[config.mk]
export PLATFORM = sky130hd
export DESIGN_NAME = conv_seq_ctrl
export DESIGN_NICKNAME = d
export VERILOG_FILES = /design/src/rtl/conv_seq_ctrl.sv
export SDC_FILE = /design/constraint.sdc
export NUM_CORES = 1
export LEC_CHECK = 0
export CORE_MARGIN = 4
export CORE_UTILIZATION = 30
export CTS_BUF_LIST = sky130_fd_sc_hd__clkbuf_4 sky130_fd_sc_hd__clkbuf_8 sky130_fd_sc_hd__clkbuf_16
export DETAILED_ROUTE_END_ITERATION = 10
export DONT_BUFFER_PORTS = 1
export SLEW_MARGIN = 20
export SYNTH_ARGS = -nofsm -noshare
export SYNTH_HDL_FRONTEND = slang
export SYNTH_SLANG_ARGS = --single-unit
[constraint.sdc]
create_clock -name clk -period 2.4 [get_ports clk]
set_input_delay 0.72 -clock clk [delete_from_list [all_inputs] [get_ports clk]]
set_output_delay 0.72 -clock clk [all_outputs]
set_load 0.02 [all_outputs]
[src/rtl/conv_seq_ctrl.sv]
// Tap/cycle sequencer for the conv MAC path: issues 8 tap beats per output cycle, then drains and pulses done.
// Latency: first beat one clock after start is accepted; done DRAIN+1 clocks after the last beat.
// Backpressure: stall freezes beat issue (en low, tap/cyc hold); the out_valid delay line keeps shifting.
module conv_seq_ctrl #(
  parameter int TAP_W = 3,
  parameter int CYC_W = 9,
  parameter int DRAIN = 2
) (
  input  logic             clk,
  input  logic             reset,
  input  logic             start,
  input  logic [CYC_W-1:0] num_cycles,
  input  logic             stall,
  output logic             busy,
  output logic             en,
  output logic [TAP_W-1:0] tap,
  output logic [CYC_W-1:0] cyc,
  output logic             first_tap,
  output logic             last_tap,
  output logic             out_valid,
  output logic             done
);

  typedef enum logic [1:0] {
    S_IDLE,
    S_RUN,
    S_DRAIN,
    S_DONE
  } state_t;

  localparam logic [TAP_W-1:0] TAP_LAST   = '1;
  localparam logic [3:0]       DRAIN_LAST = 4'(DRAIN - 1);

  state_t             state;
  logic [CYC_W-1:0]   count;
  logic [3:0]         drain_cnt;
  logic [DRAIN-1:0]   ov_pipe;
  logic               final_beat;

  // Beat strobes follow stall in the same cycle so a stalled beat is never counted by the MAC.
  assign en         = (state == S_RUN) && !stall;
  assign first_tap  = en && (tap == '0);
  assign last_tap   = en && (tap == TAP_LAST);
  // count is at least 1 whenever RUN is entered, so count-1 cannot underflow here.
  assign final_beat = last_tap && (cyc == count - CYC_W'(1));
  assign out_valid  = ov_pipe[DRAIN-1];

  // Sequencer FSM: latches the layer length, steps tap/cyc per beat, counts the drain, pulses done.
  always_ff @(posedge clk) begin
    if (reset) begin
      state     <= S_IDLE;
      busy      <= 1'b0;
      done      <= 1'b0;
      tap       <= '0;
      cyc       <= '0;
      count     <= '0;
      drain_cnt <= '0;
    end else begin
      case (state)
        S_IDLE: begin
          if (start) begin
            count <= num_cycles;
            tap   <= '0;
            cyc   <= '0;
            busy  <= 1'b1;
            if (num_cycles == '0) begin
              state <= S_DONE;
              done  <= 1'b1;
            end else begin
              state <= S_RUN;
            end
          end
        end
        S_RUN: begin
          if (!stall) begin
            if (final_beat) begin
              // tap/cyc hold the final beat's indices through drain and done
              state     <= S_DRAIN;
              drain_cnt <= '0;
            end else begin
              tap <= tap + TAP_W'(1);
              if (tap == TAP_LAST) cyc <= cyc + CYC_W'(1);
            end
          end
        end
        S_DRAIN: begin
          if (drain_cnt == DRAIN_LAST) begin
            state <= S_DONE;
            done  <= 1'b1;
          end else begin
            drain_cnt <= drain_cnt + 4'd1;
          end
        end
        S_DONE: begin
          state <= S_IDLE;
          busy  <= 1'b0;
          done  <= 1'b0;
          tap   <= '0;
          cyc   <= '0;
        end
        default: state <= S_IDLE;
      endcase
    end
  end

  // out_valid is last_tap delayed exactly DRAIN clocks, matching the MAC pipeline depth.
  always_ff @(posedge clk) begin
    if (reset) begin
      ov_pipe <= '0;
    end else begin
      ov_pipe[0] <= last_tap;
      for (int i = 1; i < DRAIN; i++) ov_pipe[i] <= ov_pipe[i-1];
    end
  end

endmodule

==> impl_metrics.yaml, run 1 <==
pwr:
  power_density_nw_per_um2: 849
  leakage_nw: 0.938
  peakVddDrop_mv: 0.291
timing:
  hold_viol_final: 0
  tightest_slew_ns: 0.426
  fin_crit_sh: 0.999
  setup_viol: 0
  max_freq_mhz: 417
  fin_tns_setup_ns: 0
  min_period_ns: 2.40
  finalMaxSlewViolations: 0
  max_slew_margin: 0.713
  rsz0062_at_grt: "true"
  fin_worst_skew_ns: 0.00884
  setup_slack_ns: 0.00220
synthesis:
  ys_ff_latch: 31
  syn_nets: 249
  synth_async_sr_flop_share: 0
  seq_area_frac_synth: 0.335
  synth-main-ff-cell: "dfxtp_1"
  syn-mean-instance-area_um2: 8.22
  syn_area_um2: 1850
  syn_inst: 225
  synth_warnings: 0
  synth_edf_count: 0
  yosysUniqueCellTypes: 44
layout:
  final_cell_mix: "34 x nand2_1, 31 x buf_4, 30 x dfxtp_1"
  drive_above_1_share: 0.236
  antenna_cells: 0
  fillers: 613
  layout_commonest_cell: "nand2_1"
  layout.nets: 277
  syn_to_final_growth_pct: 24.5
floorplanning:
  rows: 28
  chipWidth_um: 86.5
  io_pins: 31
  start_util: 0.311
  dieArea_um2: 7490
  die_h_um: 86.5
  core_um2: 5960
job:
  cap_violations: 0
clocking:
  htreeDepth: 2
  root_buffer: "clkbuf_8"
  cts_buffers: 5
  cts_sinks: 31
  cts_tree: "built"
  clock_latency_ns: 0.28
  postCtsSetupRepairBufs: 0
  clk_pin_slew_ns: 0.07
  cts.path.max_buffers: 2
global_route:
  grt_max_degree: 27
  grt_pass1_vias: 1573
  grt_usage: 0.124
  grt_pass1_wl_mm: 7.39
  overflow: 0
  antenna_found_initial: 0
placement:
  pre_cts_slack_ns: -0.222
  io_buffers: 0
  gp_congestion: 0.753
  hpwlAfterDp_mm: 3.39
detailed_routing:
  avgRoutedWirePerCell_um: 13.1
  first_pass_iters: 4
  drt-total-wl_mm: 4.32
  num_vias: 1614
  drt-initial-drc-count: 65
  drtAntennaViolNets: 0
  drc_errors: 0
  vias_per_cell: 4.91
worst_setup_path:
  crit_start: "count[2]$_SDFFE_PP0P_"
  rrSetupSlack_ns: 0.002
  path_cells: "or4_4 -> a2111oi_4 -> nor2_2 -> a2111oi_4 -> buf_12 -> o22ai_4 -> or3b_1 -> a21oi_1"
  worstReg2RegEnd: "drain_cnt[1]$_SDFFE_PP0P_"
  slowest_delay_ns: 0.55
  crit_top_cell: "a2111oi_4"
  cpMaxStageDelayCell: "or4_4"
  worst_setup_path_end_kind: "register"
  cp_max_fo: 10
  timing.rr.start: "count[2]$_SDFFE_PP0P_"
  r2r_cells: 8
  start_kind: "register"
  cp.required_ns: 2.62
  crit_arrival_ns: 2.62
  crit_type: "reg2reg"
min_path:
  hold_end: "ov_pipe[1]$_SDFF_PP0_"
  hold-path-cell-count: 1
  hp-start: "ov_pipe[0]$_SDFF_PP0_"
  hp-class: "reg2reg"
status:
  status: "complete, no violations"
how the worst max path moves through the flow:
| stage | endpoint | slack (ns) |
|---|---|---|
| after floorplan | drain_cnt[1]$_SDFFE_PP0P_ | -0.06 |
| after global placement | done$_SDFFE_PP0P_ | -0.17 |
| after detailed placement | done$_SDFFE_PP0P_ | -0.22 |
| after CTS | drain_cnt[1]$_SDFFE_PP0P_ | -0.001 |
| after global routing | drain_cnt[1]$_SDFFE_PP0P_ | -0.13 |
| final | drain_cnt[1]$_SDFFE_PP0P_ | 0.002 |
sequential cells by signal (all words and copies together) (netlist names):
signal	cells
done	1
busy	1
state	2
ov_pipe	2
drain_cnt	4
count	9
cyc	9
tap	3
per-stage QoR:
| step | instances | hold WS, ns | utilization | area (um^2) | total power, mW |
|---|---|---|---|---|---|
| 6_report | 329 | 0.439 | 0.387 | 2300 | 1.96 |
| 5_1_grt | 329 | 0.464 | 0.387 | 2300 | 2.09 |
| 4_1_cts | 329 | 0.441 | 0.386 | 2300 | 1.98 |
| 3_5_place_dp | 321 | 0.426 | 0.365 | 2180 | 1.43 |
| 3_3_place_gp | 321 | 0.415 | 0.365 | 2180 | 1.41 |
| 2_1_floorplan | 225 | 0.414 | - | 1890 | 1.21 |
cells by family after synthesis:
group,after synthesis,share of synthesized area
AO/OA/AOI/OAI,41,0.168
XOR/XNOR,13,0.0615
adder cells (fa/ha/maj),11,0.0744
buffers and inverters,21,0.0467
flip-flops,31,0.335
multiplexers,6,0.0331
AND/OR/NAND/NOR,102,0.281
layer usage:
metal  track usage  vias to the layer above  share of wire
met2         0.214                       29           0.50
met3        0.0456                        4          0.063
met5             0                        -              0
li1              -                      835              -
met4        0.0382                        0          0.010
met1         0.142                      746           0.42
final cells by class:
type	count	area [um^2]	share of cell area
Inverter	10	37.5	0.0163
Clock inverter	2	35.0	0.0152
Timing Repair Buffer	32	253	0.110
Sequential cell	31	622	0.270
Multi-Input combinational cell	173	1180	0.512
Tap cell	75	93.8	0.0407
Clock buffer	6	82.6	0.0358
what timing repair did:
item / 4_1_cts / 5_1_grt
setup endpoints to repair: 2 / 9
pin swaps: 0 / 1
gates resized for setup: 1 / 1
hold buffers: 0 / 0
report_power, final:
| group | switching (mW) | internal, mW |
|---|---|---|
| Sequential | 0.0558 | 0.569 |
| Clock | 0.198 | 0.336 |
| Combinational | 0.434 | 0.363 |
| Total | 0.688 | 1.27 |
worst max-delay path, delay by kind of cell, from the launching register on:
kind	cells	cell delay, ns
AO/OA/AOI/OAI	4	0.81
buffers and inverters	1	0.18
AND/OR/NAND/NOR	3	1.01
flip-flops	1	0.34
cells in the mapped netlist (all sizes together) (4+ instances only):
| library cell | number | share of area |
|---|---|---|
| mux2i | 5 | 0.027 |
| nor2 | 17 | 0.036 |
| a21oi | 21 | 0.057 |
| nand2 | 34 | 0.069 |
| ha | 11 | 0.074 |
| clkbuf | 8 | 0.016 |
| nand3 | 8 | 0.022 |
| xnor2 | 7 | 0.033 |
| nor3 | 4 | 0.011 |
| dfxtp | 31 | 0.34 |
| xor2 | 6 | 0.028 |
| nand2b | 5 | 0.017 |
| inv | 10 | 0.020 |
| o21ai | 4 | 0.011 |
| nor2b | 8 | 0.027 |
| nor4 | 5 | 0.017 |
(Power assumes the default switching activity.)
==> run 2, diff against run 1 <==
- RECOVER_POWER: not set -> 50
==> impl_metrics.yaml, run 2 (synthesized netlist as in run 1, its figures left out) <==
timing:
  whs_ns: 0.439
  tightest_slew_ns: 0.478
  setup_slack_ns: 0.00335
  max_freq_mhz: 417
  setup_viol: 0
  fin_crit_sh: 0.999
  hold_viol_final: 0
  finalMaxSlewViolations: 0
  rsz0062_at_grt: "true"
  min_period_ns: 2.40
  fin_worst_skew_ns: 0.00868
  max_slew_margin: 0.682
clocking:
  htreeDepth: 2
  root_buffer: "clkbuf_8"
  postCtsSetupRepairBufs: 0
  cts_tree: "built"
  clk_pin_slew_ns: 0.07
  cts_sinks: 31
  cts.path.max_buffers: 2
  cts_buffers: 5
  postCtsHoldBufs: 0
  clock_latency_ns: 0.28
worst_setup_path:
  crit_arrival_ns: 2.62
  crit_type: "reg2reg"
  rrSetupSlack_ns: 0.003
  cp_max_fo: 10
  r2r_cells: 8
  start_kind: "register"
  worstReg2RegEnd: "drain_cnt[1]$_SDFFE_PP0P_"
  timing.rr.start: "count[2]$_SDFFE_PP0P_"
  worst_setup_path_end_kind: "register"
  cp.required_ns: 2.62
detailed_routing:
  first_pass_iters: 4
  drt-total-wl_mm: 4.32
  num_vias: 1608
  avgRoutedWirePerCell_um: 13.1
  drtAntennaViolNets: 0
  drc_errors: 0
  drt-initial-drc-count: 61
  vias_per_cell: 4.89
placement:
  gp_congestion: 0.753
  dp_cells: 321
  io_buffers: 0
  hpwlAfterDp_mm: 3.39
  pre_cts_slack_ns: -0.222
  placed_area_um2: 2180
layout:
  drive_above_1_share: 0.201
  antenna_cells: 0
  fin_cells: 329
  layout.nets: 277
  final_cell_mix: "34 x nand2_1, 30 x dfxtp_1, 22 x buf_4"
  syn_to_final_growth_pct: 22.7
  layout_commonest_cell: "nand2_1"
  fin_area_um2: 2270
  largest_registers: "count x9, cyc x9, drain_cnt x4"
global_route:
  overflow: 0
  antenna_found_initial: 0
  grt_pass1_wl_mm: 7.39
  grt_usage: 0.124
  grt_max_degree: 27
  grt_pass1_vias: 1573
job:
  cap_violations: 0
min_path:
  hold_end: "ov_pipe[1]$_SDFF_PP0_"
  hold-path-cell-count: 1
  hp-start: "ov_pipe[0]$_SDFF_PP0_"
  hp-class: "reg2reg"
pwr:
  leakage_nw: 0.900
  seq_power_share: 0.322
  power_mw: 1.94
  p_sw_mw: 0.689
  p_int_mw: 1.25
  power_frac_clock: 0.275
  power_density_nw_per_um2: 855
  combPwrFrac: 0.403
  peakVddDrop_mv: 0.291
  swShare: 0.355
floorplanning:
  core_um2: 5960
  rows: 28
  chipWidth_um: 86.5
  start_util: 0.311
  io_pins: 31
  die_h_um: 86.5
  dieArea_um2: 7490
status:
  status: "complete, no violations"
[run 2: cell types whose count changed in the layout (fill, tap and decap cells not counted)]
cell,before,now
and2_0,0,1
clkbuf_1,0,9
and2_1,2,1
buf_4,31,22
[run 2: critical path: stages, from the launching register on]
cell	delay, ns
dfxtp_1	0.34
or4_4	0.55
a2111oi_4	0.22
nor2_2	0.08
a2111oi_4	0.37
buf_12	0.18
o22ai_4	0.10
or3b_1	0.38
a21oi_1	0.12
[run 2: routing by layer]
layer	GRT usage	share of wire	wire, um
met1	0.142	0.43	1840
met2	0.214	0.50	2170
met3	0.0456	0.061	264
met4	0.0382	0.010	44
met5	0	0	0
[run 2: how the worst max path moves through the flow]
stage	startpoint	to	depth (start not counted)
after floorplan	count[3]$_SDFFE_PP0P_	drain_cnt[1]$_SDFFE_PP0P_	8
after global placement	num_cycles[2]	done$_SDFFE_PP0P_	7
after detailed placement	num_cycles[2]	done$_SDFFE_PP0P_	7
after CTS	count[2]$_SDFFE_PP0P_	drain_cnt[1]$_SDFFE_PP0P_	8
after global routing	count[2]$_SDFFE_PP0P_	drain_cnt[1]$_SDFFE_PP0P_	8
final	count[2]$_SDFFE_PP0P_	drain_cnt[1]$_SDFFE_PP0P_	8
[run 2: metrics by stage]
stage	util	TNS, ns
floorplan	-	-0.133
global placement	0.365	-0.173
detailed placement	0.365	-0.321
CTS	0.386	-0.00147
global route	0.381	-0.311
finish	0.381	0
[run 2: layout make-up]
type                    instances  area (um^2)
fillers                       624         3680
multi-input cells             173         1180
flip-flops and latches         31          622
repair buffers                 32          219
well taps                      75         93.8
clock buffers                   6         82.6
inverters                      10         37.5
clock inverters                 2         35.0
[run 2: timing repair]
action | 4_1_cts | 5_1_grt
setup endpoints to repair | 2 | 9
resized for setup | 1 | 1
pin swaps | 0 | 1
[run 2: power by group through the flow]
stage               Clock [mW]  Sequential [mW]  Combinational [mW]
CTS                      0.553            0.625               0.799
global placement             0            0.635               0.778
detailed placement           0            0.637               0.791
floorplan                    0            0.652               0.555
global route             0.569            0.629               0.877
finish                   0.534            0.624               0.782
==> run 3, diff against run 2 <==
- HOLD_SLACK_MARGIN: not set -> 0.02
- clock period: 2.4 -> 2.6 ns (I/O delays scaled with it)
==> impl_metrics.yaml, run 3 (synthesized netlist as in run 1, its figures left out) <==
timing:
  hold_viol_final: 0
  max_slew_margin: 0.701
  setup_viol: 0
  rsz0062_at_grt: "false"
  fin_crit_sh: 0.923
  setup_slack_ns: 0.200
  min_period_ns: 2.40
  fin_worst_skew_ns: 0.00288
  tightest_slew_ns: 0.448
  finalMaxSlewViolations: 0
  max_freq_mhz: 417
floorplanning:
  io_pins: 31
  chipWidth_um: 86.5
  dieArea_um2: 7490
  rows: 28
  die_h_um: 86.5
  core_um2: 5960
  start_util: 0.311
placement:
  gp_congestion: 0.750
  io_buffers: 0
  hpwlAfterDp_mm: 3.33
  placed_area_um2: 2110
  pre_cts_slack_ns: -0.113
pwr:
  leakage_nw: 0.866
  peakVddDrop_mv: 0.255
  power_mw: 1.75
  power_density_nw_per_um2: 789
layout:
  layout.nets: 271
  largest_registers: "count x9, cyc x9, drain_cnt x4"
  syn_to_final_growth_pct: 19.6
  fin_area_um2: 2210
  final_cell_mix: "34 x nand2_1, 31 x dfxtp_1, 21 x a21oi_1"
  drive_above_1_share: 0.169
  fillers: 654
  antenna_cells: 0
  layout_commonest_cell: "nand2_1"
detailed_routing:
  avgRoutedWirePerCell_um: 13.3
  num_vias: 1586
  drt-total-wl_mm: 4.30
  drtAntennaViolNets: 0
  drc_errors: 0
  drt-initial-drc-count: 47
  first_pass_iters: 4
  vias_per_cell: 4.91
clocking:
  clock_latency_ns: 0.28
  root_buffer: "clkbuf_8"
  htreeDepth: 2
  cts_sinks: 31
  cts.path.max_buffers: 2
  cts_buffers: 5
  postCtsSetupRepairBufs: 0
  clk_pin_slew_ns: 0.07
  postCtsHoldBufs: 0
  cts_tree: "built"
  cts-resized-gates: 0
worst_setup_path:
  crit_type: "reg2reg"
  start_kind: "register"
  timing.rr.start: "count[1]$_SDFFE_PP0P_"
  cp.required_ns: 2.81
  crit_start: "count[1]$_SDFFE_PP0P_"
  worst_setup_path_end_kind: "register"
  cp_max_fo: 10
  rrSetupSlack_ns: 0.20
  crit_arrival_ns: 2.61
global_route:
  grt_usage: 0.123
  antenna_found_initial: 0
  overflow: 0
  grt_max_degree: 27
  grt_pass1_vias: 1579
  grt_pass1_wl_mm: 7.24
min_path:
  hp-start: "ov_pipe[0]$_SDFF_PP0_"
  hp-class: "reg2reg"
job:
  cap_violations: 0
status:
  status: "complete, no violations"
==> run 3: cell count changes in the layout (fill, tap and decap cells not counted), sizes merged <==
cell,change
buf,-7
clkbuf,+1
==> run 3: worst paths after layout <==
path	depth (start not counted)	end
setup / recovery	11	drain_cnt[0]$_SDFFE_PP0P_
hold / removal	1	ov_pipe[1]$_SDFF_PP0_
hold reg to reg	1	ov_pipe[1]$_SDFF_PP0_
setup reg to reg	11	drain_cnt[0]$_SDFFE_PP0P_
==> run 3: stage by stage <==
| stage | cells | utilization | TNS (ns) | hold WS, ns |
|---|---|---|---|---|
| 2_1_floorplan | 225 | - | 0 | 0.414 |
| 3_3_place_gp | 315 | 0.355 | -0.0163 | 0.417 |
| 3_5_place_dp | 315 | 0.355 | -0.113 | 0.440 |
| 4_1_cts | 323 | 0.374 | 0 | 0.454 |
| 5_1_grt | 323 | 0.372 | 0 | 0.470 |
| 6_report | 323 | 0.372 | 0 | 0.446 |
==> run 3: layout make-up <==
| class | count | area (um^2) | share of cell area |
|---|---|---|---|
| clock buffer | 6 | 82.6 | 0.0373 |
| clock inverter | 2 | 35.0 | 0.0158 |
| inverter | 10 | 37.5 | 0.0170 |
| multi-input combinational | 173 | 1170 | 0.530 |
| sequential | 31 | 621 | 0.280 |
| tap | 75 | 93.8 | 0.0424 |
| timing repair buffer | 26 | 170 | 0.0769 |
==> run 3: critical path, cell delays in order (launching register included) <==
cell and delay (ns):
dfxtp_1 0.33, inv_1 0.06, ha_2 0.20, buf_4 0.14, inv_1 0.06, a2111oi_4 0.34
nor2_2 0.08, a2111oi_4 0.35, buf_12 0.18, o22ai_4 0.09, or3b_1 0.38, a21oi_1 0.12
==> run 3: layer usage <==
layer  up-vias  global-route usage  share of wire
met2        17               0.223           0.52
met4         0              0.0425          0.011
li1        824                   -              -
met3         5              0.0447          0.058
met5         -                   0              0
met1       740               0.131           0.41
==> run 3: where the power goes <==
part	total [mW]	switching (mW)	internal [mW]
Clock	0.494	0.184	0.310
Combinational	0.669	0.378	0.291
Sequential	0.584	0.0592	0.525
Total	1.75	0.621	1.13
